### src/rtl/seg_scan_ctrl.sv
// Scan controller for a 4-digit common-anode 7-segment display: one shared
// hex decoder time-multiplexed across the anodes, with dead time and zero blanking.
module seg_scan_ctrl #(
  parameter int DIV  = 100000,
  parameter int DEAD = 1000
) (
  input  logic        clk,
  input  logic        rst_n,
  input  logic        en,
  input  logic        load,
  input  logic [15:0] value,
  input  logic [3:0]  dp,
  input  logic        lzb,
  output logic [6:0]  seg,
  output logic        dp_n,
  output logic [3:0]  an
);
  // state    | meaning
  // ST_BLANK | dead time at slot start, or scan disabled: all pins dark
  // ST_SHOW  | current digit driven with its decoded nibble and dp
  // ST_SUPP  | leading-zero digit with lzb set: dark like ST_BLANK
  localparam logic [1:0] ST_BLANK = 2'd0;
  localparam logic [1:0] ST_SHOW  = 2'd1;
  localparam logic [1:0] ST_SUPP  = 2'd2;

  localparam int CW = (DIV > 2) ? $clog2(DIV) : 1;

  logic [CW-1:0] cnt_q, cnt_d;
  logic [1:0]    idx_q, idx_d;
  logic          start_q, start_d;
  logic [15:0]   pend_q, pend_d;
  logic          pvld_q, pvld_d;
  logic [15:0]   disp_q, disp_d;
  logic [6:0]    seg_q, seg_d;
  logic          dpn_q, dpn_d;
  logic [3:0]    an_q, an_d;

  logic          slot_end;
  logic          frame_start;
  logic [1:0]    st;
  logic [3:0]    nib;
  logic [15:0]   upper;

  function automatic logic [6:0] hex7(input logic [3:0] h);
    case (h)
      4'h0: hex7 = 7'h40;  4'h1: hex7 = 7'h79;  4'h2: hex7 = 7'h24;  4'h3: hex7 = 7'h30;
      4'h4: hex7 = 7'h19;  4'h5: hex7 = 7'h12;  4'h6: hex7 = 7'h02;  4'h7: hex7 = 7'h78;
      4'h8: hex7 = 7'h00;  4'h9: hex7 = 7'h10;  4'hA: hex7 = 7'h08;  4'hB: hex7 = 7'h03;
      4'hC: hex7 = 7'h46;  4'hD: hex7 = 7'h21;  4'hE: hex7 = 7'h06;  default: hex7 = 7'h0E;
    endcase
  endfunction

  assign slot_end    = (cnt_q == CW'(DIV - 1));
  // start_q marks the first slot after reset or after en was low
  assign frame_start = en && (start_q || (slot_end && (idx_q == 2'd3)));
  assign nib         = disp_q[{idx_q, 2'b00} +: 4];
  assign upper       = disp_q >> {idx_q, 2'b00};

  always_comb begin
    cnt_d   = cnt_q;
    idx_d   = idx_q;
    start_d = start_q;
    pend_d  = pend_q;
    pvld_d  = pvld_q;
    disp_d  = disp_q;
    if (frame_start && pvld_q) begin
      disp_d = pend_q;
      pvld_d = 1'b0;
    end
    if (en) begin
      start_d = 1'b0;
      if (slot_end) begin
        cnt_d = '0;
        idx_d = idx_q + 2'd1;
      end else begin
        cnt_d = cnt_q + CW'(1);
      end
    end else begin
      cnt_d   = '0;
      idx_d   = 2'd0;
      start_d = 1'b1;
    end
    // a load coinciding with a frame start lands in pending for the next frame
    if (load) begin
      pend_d = value;
      pvld_d = 1'b1;
    end
  end

  always_comb begin
    st = ST_SHOW;
    if (!en || (cnt_q < CW'(DEAD))) begin
      st = ST_BLANK;
    end else if (lzb && (idx_q != 2'd0) && (upper == 16'h0000)) begin
      st = ST_SUPP;
    end
  end

  always_comb begin
    an_d  = 4'b1111;
    seg_d = 7'h7F;
    dpn_d = 1'b1;
    if (st == ST_SHOW) begin
      an_d  = ~(4'b0001 << idx_q);
      seg_d = hex7(nib);
      dpn_d = ~dp[idx_q];
    end
  end

  always_ff @(posedge clk or negedge rst_n) begin
    if (!rst_n) begin
      cnt_q   <= '0;
      idx_q   <= 2'd0;
      start_q <= 1'b1;
      pend_q  <= 16'h0000;
      pvld_q  <= 1'b0;
      disp_q  <= 16'h0000;
      seg_q   <= 7'h7F;
      dpn_q   <= 1'b1;
      an_q    <= 4'b1111;
    end else begin
      cnt_q   <= cnt_d;
      idx_q   <= idx_d;
      start_q <= start_d;
      pend_q  <= pend_d;
      pvld_q  <= pvld_d;
      disp_q  <= disp_d;
      seg_q   <= seg_d;
      dpn_q   <= dpn_d;
      an_q    <= an_d;
    end
  end

  assign seg  = seg_q;
  assign dp_n = dpn_q;
  assign an   = an_q;

endmodule

### config.mk
export PLATFORM = sky130hd
export DESIGN_NAME = seg_scan_ctrl
export DESIGN_NICKNAME = d
export VERILOG_FILES = /design/src/rtl/seg_scan_ctrl.sv
export SDC_FILE = /design/constraint.sdc
export NUM_CORES = 1
export LEC_CHECK = 0
export CAP_MARGIN = 20
export CORE_ASPECT_RATIO = 1.5
export CORE_UTILIZATION = 50
export DETAILED_ROUTE_END_ITERATION = 10
export GPL_TIMING_DRIVEN = 0
export MAX_ROUTING_LAYER = met4
export PLACE_DENSITY = 0.76
export SYNTH_ARGS = -nofsm -noshare
export SYNTH_HDL_FRONTEND = slang
export SYNTH_SLANG_ARGS = --single-unit
### constraint.sdc
create_clock -name clk -period 2.59 [get_ports clk]
set_input_delay 0.777 -clock clk [delete_from_list [all_inputs] [get_ports clk]]
set_output_delay 0.777 -clock clk [all_outputs]
set_load 0.01 [all_outputs]
# Word level (Yosys, flattened, before mapping)

Memories as Yosys holds them, arrays and structs flattened.
Cells that the tools add are included.

Output and inout bits: 12
Memories kept: 1
Flip-flop bits (word level): 65
Input bits: 25
Bits in read-only memories: 112
Logic and storage cells: 48

Shift-type cells: 3
Bitwise operators: 2
Mux-type cells: 14
Eq/ne operators: 4
$lt $le $gt $ge: 2
Add/sub/neg operators: 2
Reduce and logical (&&, ||, !) cells: 11

Memory list:

| memory          | words | bits a word | rd ports | clocked after memory_dff | write ports | RTL line | RTL |
|---|---|---|---|---|---|---|---|
| (no name shown) | 16    | 7           | 1        | 0                        | 0           | 45       | `case (h)` |

Operator list:

| kind                  | number |
|---|---|
| $mux 17               | 2 |
| $add 17x1->17 const B | 1 |
| $eq 17x17->1 const B  | 1 |
| $lt 17x10->1 const B  | 1 |
| $logic_not 16->1      | 1 |
| $shiftx 16x5->4       | 1 |
| $shr 16x4->16         | 1 |
| $mux 2                | 4 |
| $mux 7                | 1 |
| $logic_and 1x1->1     | 5 |
| $mux 1                | 5 |
| $mux 4                | 1 |
| $not 4->4             | 1 |
| $reduce_bool 2->1     | 2 |
| $shl 1x2->4 const A   | 1 |
| $lt 2x3->1 const B    | 1 |
| $add 2x1->2 const B   | 1 |
| $bmux 1 s2            | 1 |
| $eq 2x1->1 const B    | 1 |
| $eq 2x2->1 const B    | 1 |
| $logic_or 1x1->1      | 2 |
| $ne 2x1->1 const B    | 1 |
| $logic_not 1->1       | 1 |
| $not 1->1             | 1 |

# Longest topological paths before layout

Gate-level depths: netlist (run 1).

Depth after elaboration: 7
Gate-level depth with buffers: 10

# Least setup slack after synthesis (run 1)

No wires, ideal clock.

Path kind: register -> register
Start point: register idx_q[0]
End point: register seg_q[5] (netlist: seg[5])
Library setup time: 0.082 ns
Data arrival time: 2.629 ns
Path buffers: 2
Path slack: -0.121 ns
Stages on the path, launching flop included: 11
Cells stage by stage: dfrtp_1 buf_2 mux4_2 inv_1 ha_1 nor4b_1 nand2_1 a2111oi_0 a211oi_1 clkbuf_1 o211ai_1

Longest elaborated chain between the ends: 7

RTL lines:

| what                                                         | RTL line | RTL |
|---|---|---|
| from (decl)                                                  | 29       | `logic [1:0] idx_q, idx_d;` |
| from (signal assigned)                                       | 123      | `idx_q <= idx_d;` |
| $shr 16x4->16 / $reduce_bool 2->1 (equally long branches)    | 57, 94   |  |
| $logic_not 16->1 / $logic_and 1x1->1 (equally long branches) | 94       | `end else if (lzb && (idx_q != 2'd0) && (upper == 16'h0000)) begin` |
| $logic_and 1x1->1                                            | 94       |  |
| $mux 2                                                       | 94       |  |
| $mux 2                                                       | 92       | `if (!en \|\| (cnt_q < CW'(DEAD))) begin` |
| $eq 2x1->1                                                   | 103      | `if (st == ST_SHOW) begin` |
| $mux 7 (*)                                                   | 103      |  |
| via seg_d[5]                                                 | 34       | `logic [6:0] seg_q, seg_d;` |
| to (signal assigned)                                         | 128      | `seg_q <= seg_d;` |
| to (decl)                                                    | 34       |  |

The timed path passes the listed nets; every way through them passes the cells marked *.
A chain may end at the register's enable or synchronous reset.

# Worst setup path in the final report (run 1)

Ends and elaborated chain as after synthesis.

==> results of run 1 <==
[state kept, by name, summed over array words and instances, names as in the netlist]
| signal | cells |
|---|---|
| pend_q | 16 |
| dp_n | 1 |
| disp_q | 16 |
| start_q | 1 |
| seg | 7 |
| cnt_q | 17 |
| idx_q | 2 |
| an | 4 |
| pvld_q | 1 |
[per-layer routing]
layer  vias to the layer above  part of all wire  GRT usage  wire [um]
met5                         -                 0          -          0
met4                         0             0.030      0.129        178
met3                        14             0.039     0.0516        235
met2                        66              0.52      0.321       3100
met1                      1024              0.41      0.247       2480
li1                        995                 -          -          -
[metrics by stage]
stage               setup WS, ns  cell area, um^2  hold WS (ns)  TNS (ns)   util
finish                    0.0723             3930         0.459         0  0.640
global route             -0.0238             3930         0.509   -0.0673  0.640
CTS                       0.0162             3870         0.462         0  0.631
detailed placement        -0.409             3610         0.495     -3.96  0.590
global placement           -1.44             3600         0.482    -73.53  0.587
floorplan                 0.0439             3160         0.455         0      -
[cells in the final DEF, fill, tap and decap left out, drive strengths merged, types with 2 or more instances in the layout]
master,Yosys,routed
clkbuf,7,18
or4,2,2
buf,5,13
inv,9,9
nor4,3,3
dfstp,13,13
dfrtp,52,52
a21oi,2,2
o211ai,5,5
nor2,28,28
nand2b,3,3
nand3,10,10
and3,2,2
ha,11,11
mux2,33,33
clkinvlp,0,2
and4,2,2
mux4,6,6
nand2,17,17
nor3,4,4
nand4,4,4
clkdlybuf4s50,0,34
xor2,7,7
xnor2,9,9
mux2i,5,5
[cell type report]
class	count	area, um^2	area share
sequential	65	1640	0.419
multi-input combinational	167	1460	0.372
timing repair buffer	42	408	0.104
clock buffer	12	165	0.0421
tap	74	92.6	0.0236
buffer	11	70.1	0.0178
clock inverter	4	50.0	0.0127
inverter	9	36.3	0.00924
[Yosys cell counts (2+ instances only)]
master | count | area share
nor2_1 | 28 | 0.033
buf_2 | 3 | 0.0048
xnor2_1 | 9 | 0.025
nand4_1 | 4 | 0.0079
mux2i_1 | 5 | 0.016
a21oi_1 | 2 | 0.0032
nand2b_1 | 3 | 0.0060
nand2_1 | 17 | 0.020
nand3_1 | 10 | 0.016
and4_1 | 2 | 0.0056
inv_1 | 9 | 0.011
mux4_2 | 6 | 0.043
nor3_1 | 4 | 0.0064
ha_1 | 11 | 0.044
mux2_2 | 23 | 0.082
dfrtp_1 | 52 | 0.41
o211ai_1 | 5 | 0.012
nor4_1 | 2 | 0.0040
clkbuf_1 | 7 | 0.0083
xor2_1 | 7 | 0.019
mux2_4 | 10 | 0.048
and3_1 | 2 | 0.0040
dfstp_2 | 13 | 0.11
[power breakdown]
| group | internal (uW) | total, uW | switching (uW) |
|---|---|---|---|
| Combinational | 235 | 413 | 177 |
| Clock | 521 | 905 | 384 |
| Sequential | 1110 | 1200 | 92.7 |
[logic make-up (layout without fill, tap and decap cells)]
logic type               count (synthesis)  in the layout  synth area share
XOR/XNOR                                16             16            0.0445
buffers and inverters                   21             78            0.0286
multiplexers                            44             44             0.189
AO/OA/AOI/OAI                           16             16            0.0441
AND/OR/NAND/NOR                         80             80             0.128
flip-flops                              65             65             0.522
adder cells (fa/ha/maj)                 11             11            0.0437
[final timing paths]
| path | from | to | slack (ns) | cells after the start |
|---|---|---|---|---|
| setup reg to reg | idx_q[0] | seg[5] | 0.07 | 10 |
| setup / recovery | idx_q[0] | seg[5] | 0.07 | 10 |
| hold reg to reg | cnt_q[0] | cnt_q[0] | 0.50 | 1 |
| max in group asynchronous | rst_n | start_q | 1.45 | 2 |
| hold / removal | rst_n | pend_q[0] | 0.46 | 1 |
| min in group clk | cnt_q[0] | cnt_q[0] | 0.50 | 1 |
[what timing repair did]
action,4_1_cts,5_1_grt
gates cloned,0,1
setup buffers,3,2
pin swaps,0,2
resized for setup,6,12
setup endpoints to repair,12,31
==> impl_metrics.py, run 1 <==
metrics = {
    "worst_setup_path": {
        "worstPathRequired_ns": 2.85,
        "crit_family": "multiplexers",
        "worstPathBufferInverterCount": 3,
        "worstPathArrival_ns": 2.78,
        "cp-end-kind": "flop",
        "criticalPathCategory": "reg2reg",
        "critPathMaxFanout": 10,
        "path_cells": "buf_8, mux4_2, inv_4, ha_2, nor4b_4, nand2_2, a2111oi_4, a211oi_2, buf_4, o211ai_1",
        "max_stage_delay_ns": 0.55,
        "critPathSlowestCell": "mux4_2",
        "critPathLaunchType": "flop",
    },
    "sta": {
        "min_period_ns": 2.52,
        "max_freq_mhz": 397,
        "post-route-period-util": 0.972,
        "finalSetupViolCount": 0,
        "finalClockSkew_ns": 0.00889,
        "timing.final.max_slew_violations": 0,
        "worst_slew_pin_slew_ns": 0.650,
        "relSlewSlack": 0.566,
        "finalHoldViolCount": 0,
    },
    "grt": {
        "grt_overflow_total": 0,
        "antenna_found_initial": 0,
        "grt_pass1_wl_um": 9920,
        "grt_max_degree": 38,
        "grt_pass1_vias": 2147,
        "track_usage": 0.211,
    },
    "synthesis": {
        "synth_flop_cell": "dfrtp_1",
        "synth_edf_count": 0,
        "ys.warnings.count": 0,
        "synth-seq-cells": 65,
        "synth.distinct_cells": 42,
        "syn_avg_cell_area_um2": 12.4,
        "synthArstFlopShare": 1.00,
        "synth_fp_nets": 289,
        "syn_inst": 253,
        "yosysSeqAreaShare": 0.522,
        "syn_area_mm2": 0.00315,
    },
    "cts": {
        "clk_pin_slew_ns": 0.07,
        "h-tree-depth": 3,
        "cts_buffers": 9,
        "clk_latency_ns": 0.34,
        "clock-sinks": 65,
        "max-clock-path-buffers": 2,
        "hold_buffers": 0,
        "root_buffer": "clkbuf_8",
        "cts_tree": "built",
    },
    "floorplan": {
        "die_area_mm2": 0.00662,
        "core_mm2": 0.00613,
        "die_h_um": 99.2,
        "ios": 37,
        "fp-row-count": 35,
        "die_x_um": 66.8,
        "start_util": 0.513,
    },
    "layout": {
        "antenna_cells": 0,
        "syn_to_final_growth_pct": 24.7,
        "fillers": 501,
        "layout.nets": 341,
        "final_layout_size_suffix_gt1_frac": 0.303,
        "stdcell_count": 384,
    },
    "route": {
        "wl_um": 5990,
        "dr.pass1.iters": 7,
        "drc": 2,
        "vias": 2099,
        "routedWlPerCell_um": 15.6,
        "antenna_left": 0,
        "routed_via_density": 5.47,
        "drt_iter0_drc": 125,
    },
    "pwr": {
        "power.leakage_uw": 0.00162,
        "power.total_uw": 2520,
        "power_density_mw_per_mm2": 641,
        "ir_drop_uv": 446,
    },
    "job": {
        "maxCapViolations": 0,
    },
    "hold_path": {
        "hold_class": "in2async",
    },
    "placement": {
        "gp_congestion": 0.823,
        "place_hpwl_um": 4260,
        "dpl.cell_count": 363,
        "port_buffers": 35,
    },
    "run_status": {
        "violations": "DRC",
        "status": "finished with violations",
    },
}
Power figures use the tool's default switching activity.
==> run 2: changes to the inputs <==
--- a/config.mk
+++ b/config.mk
@@ -6,12 +6,14 @@
 export NUM_CORES = 1
 export LEC_CHECK = 0
 export CAP_MARGIN = 20
+export CELL_PAD_IN_SITES_DETAIL_PLACEMENT = 0
+export CELL_PAD_IN_SITES_GLOBAL_PLACEMENT = 1
 export CORE_ASPECT_RATIO = 1.5
-export CORE_UTILIZATION = 50
+export CORE_UTILIZATION = 41
 export DETAILED_ROUTE_END_ITERATION = 10
 export GPL_TIMING_DRIVEN = 0
 export MAX_ROUTING_LAYER = met4
-export PLACE_DENSITY = 0.76
+export PLACE_DENSITY = 0.77
 export SYNTH_ARGS = -nofsm -noshare
 export SYNTH_HDL_FRONTEND = slang
 export SYNTH_SLANG_ARGS = --single-unit
==> run 2 against run 1 <==
- the run now ends clean
- final cell count up 6.5%
- largest power group unchanged
- critical path depth unchanged
- utilization down 9.9 points
- cell area up 1.0%
- clock power up 16%
- critical endpoint unchanged
- first-iteration DRC count down 40%
- routed wire length down 2.0%
- power up 5.4%
==> impl_metrics.py, run 2 (synthesis gave the netlist of run 1 again) <==
metrics = {
    "worst_setup_path": {
        "worstPathRequired_ns": 2.86,
        "criticalPathCategory": "reg2reg",
        "crit_family": "multiplexers",
        "cp-end-kind": "flop",
        "r2r_start": "idx_q[0]",
        "worstRegToRegCells": 10,
        "critPathLaunch": "idx_q[0]",
        "critPathMaxFanout": 10,
        "crit_path_end": "seg[5]",
        "reg2reg_to": "seg[5]",
        "path_cells": "buf_6, mux4_2, inv_4, ha_2, nor4b_4, nand2_2, a2111oi_4, a211oi_2, clkbuf_4, o211ai_1",
        "path_depth": 10,
        "max_stage_delay_ns": 0.56,
        "critPathLaunchType": "flop",
        "worstPathBufferInverterCount": 3,
        "worstPathArrival_ns": 2.69,
        "critPathSlowestCell": "mux4_2",
        "r2r_slack_ns": 0.16,
    },
    "hold_path": {
        "hold_depth": 1,
        "hold_class": "reg2reg",
    },
    "floorplan": {
        "die_area_mm2": 0.00804,
        "die_x_um": 73.5,
        "core_mm2": 0.00732,
        "ios": 37,
        "start_util": 0.430,
        "fp-row-count": 38,
        "die_h_um": 109,
    },
    "sta": {
        "timing.final.max_slew_violations": 0,
        "finalSetupViolCount": 0,
        "finalClockSkew_ns": 0.00783,
        "max_freq_mhz": 412,
        "tns_ns": 0,
        "post-route-period-util": 0.937,
        "relSlewSlack": 0.464,
        "rsz0062_at_grt": "false",
        "worst_slew_pin_slew_ns": 0.803,
        "finalHoldViolCount": 0,
        "min_period_ns": 2.43,
    },
    "layout": {
        "reg.largest.list": "cnt_q: 17 flops, disp_q: 16 flops, pend_q: 16 flops",
        "final_core_utilization": 0.542,
        "top_register": "cnt_q",
        "largest_reg_flops": 17,
        "antenna_cells": 0,
        "syn_to_final_growth_pct": 26.0,
        "final_layout_size_suffix_gt1_frac": 0.298,
        "layout_common_cells": "51 x dfrtp_1, 34 x clkdlybuf4s50_1, 28 x nor2_1, 23 x mux2_2, 16 x nand2_1",
        "layout.nets": 340,
        "fillers": 658,
        "final_common_cell": "dfrtp_1",
    },
    "placement": {
        "place_hpwl_um": 4070,
        "gp_congestion": 0.808,
        "port_buffers": 35,
    },
    "cts": {
        "clk_pin_slew_ns": 0.07,
        "clock-sinks": 65,
        "hold_buffers": 0,
        "max-clock-path-buffers": 2,
        "cts_buffers": 9,
        "root_buffer": "clkbuf_8",
        "clk_latency_ns": 0.35,
        "cts_tree": "built",
        "h-tree-depth": 3,
    },
    "grt": {
        "grt_overflow_total": 0,
        "track_usage": 0.176,
        "grt_pass1_wl_um": 9980,
        "antenna_found_initial": 0,
        "grt_pass1_vias": 2020,
        "grt_max_degree": 66,
    },
    "route": {
        "dr.pass1.iters": 4,
        "wl_um": 5870,
        "drc": 0,
        "antenna_left": 0,
        "drt_iter0_drc": 75,
        "routed_via_density": 4.95,
        "vias": 2025,
        "routedWlPerCell_um": 14.4,
    },
    "pwr": {
        "power.leakage_uw": 0.00163,
        "power_density_mw_per_mm2": 668,
        "ir_drop_uv": 392,
        "power.total_uw": 2650,
    },
    "run_status": {
        "status": "finished clean",
    },
    "job": {
        "maxCapViolations": 0,
    },
}
## run 2: cell types whose count changed in the layout (fill, tap and decap cells not counted), sizes merged
cell,delta
buf,-2
bufinv,+2
clkinvlp,-1
## run 2: per-layer routing
layer / global-route usage / part of all wire / vias to the layer above
met5: - / 0 / -
met4: 0.111 / 0.031 / 0
met3: 0.0367 / 0.027 / 11
met2: 0.273 / 0.50 / 35
met1: 0.207 / 0.44 / 984
li1: - / - / 995
## run 2: layout make-up
cell class	instances	area, um^2	share of cell area
sequential	65	1640	0.415
multi-input combinational	167	1460	0.368
tap	100	125	0.0315
clock inverter	5	103	0.0259
buffer	11	66.3	0.0167
inverter	9	36.3	0.00915
timing repair buffer	41	390	0.0984
clock buffer	11	141	0.0356
## run 2: worst min-delay path by stage
stage               startpoint        end
finish                cnt_q[0]   cnt_q[0]
global route         pend_q[4]  disp_q[4]
CTS                   cnt_q[0]   cnt_q[0]
detailed placement    cnt_q[0]   cnt_q[0]
global placement      cnt_q[0]   cnt_q[0]
floorplan             cnt_q[0]   cnt_q[0]
## run 2: repair_timing
action,4_1_cts,5_1_grt
cloned,1,0
pin swaps,1,3
setup buffers,3,2
endpoints found under the setup margin,12,30
gates resized for setup,11,4
hold endpoints to repair,0,0
## run 2: where the power goes
group	internal, uW	switching (uW)
registers	1110	87.5
logic	233	173
clock network	664	388
total	2000	648
## run 2: per-stage QoR
step	worst slack, ns	cells	hold slack [ns]	cell area (um^2)
6_report	0.163	409	0.486	3970
5_1_grt	0.00270	409	0.520	3970
4_1_cts	0.0323	408	0.489	3940
3_5_place_dp	-0.647	388	0.480	3630
3_3_place_gp	-1.54	388	0.473	3630
2_1_floorplan	0.0439	253	0.455	3160
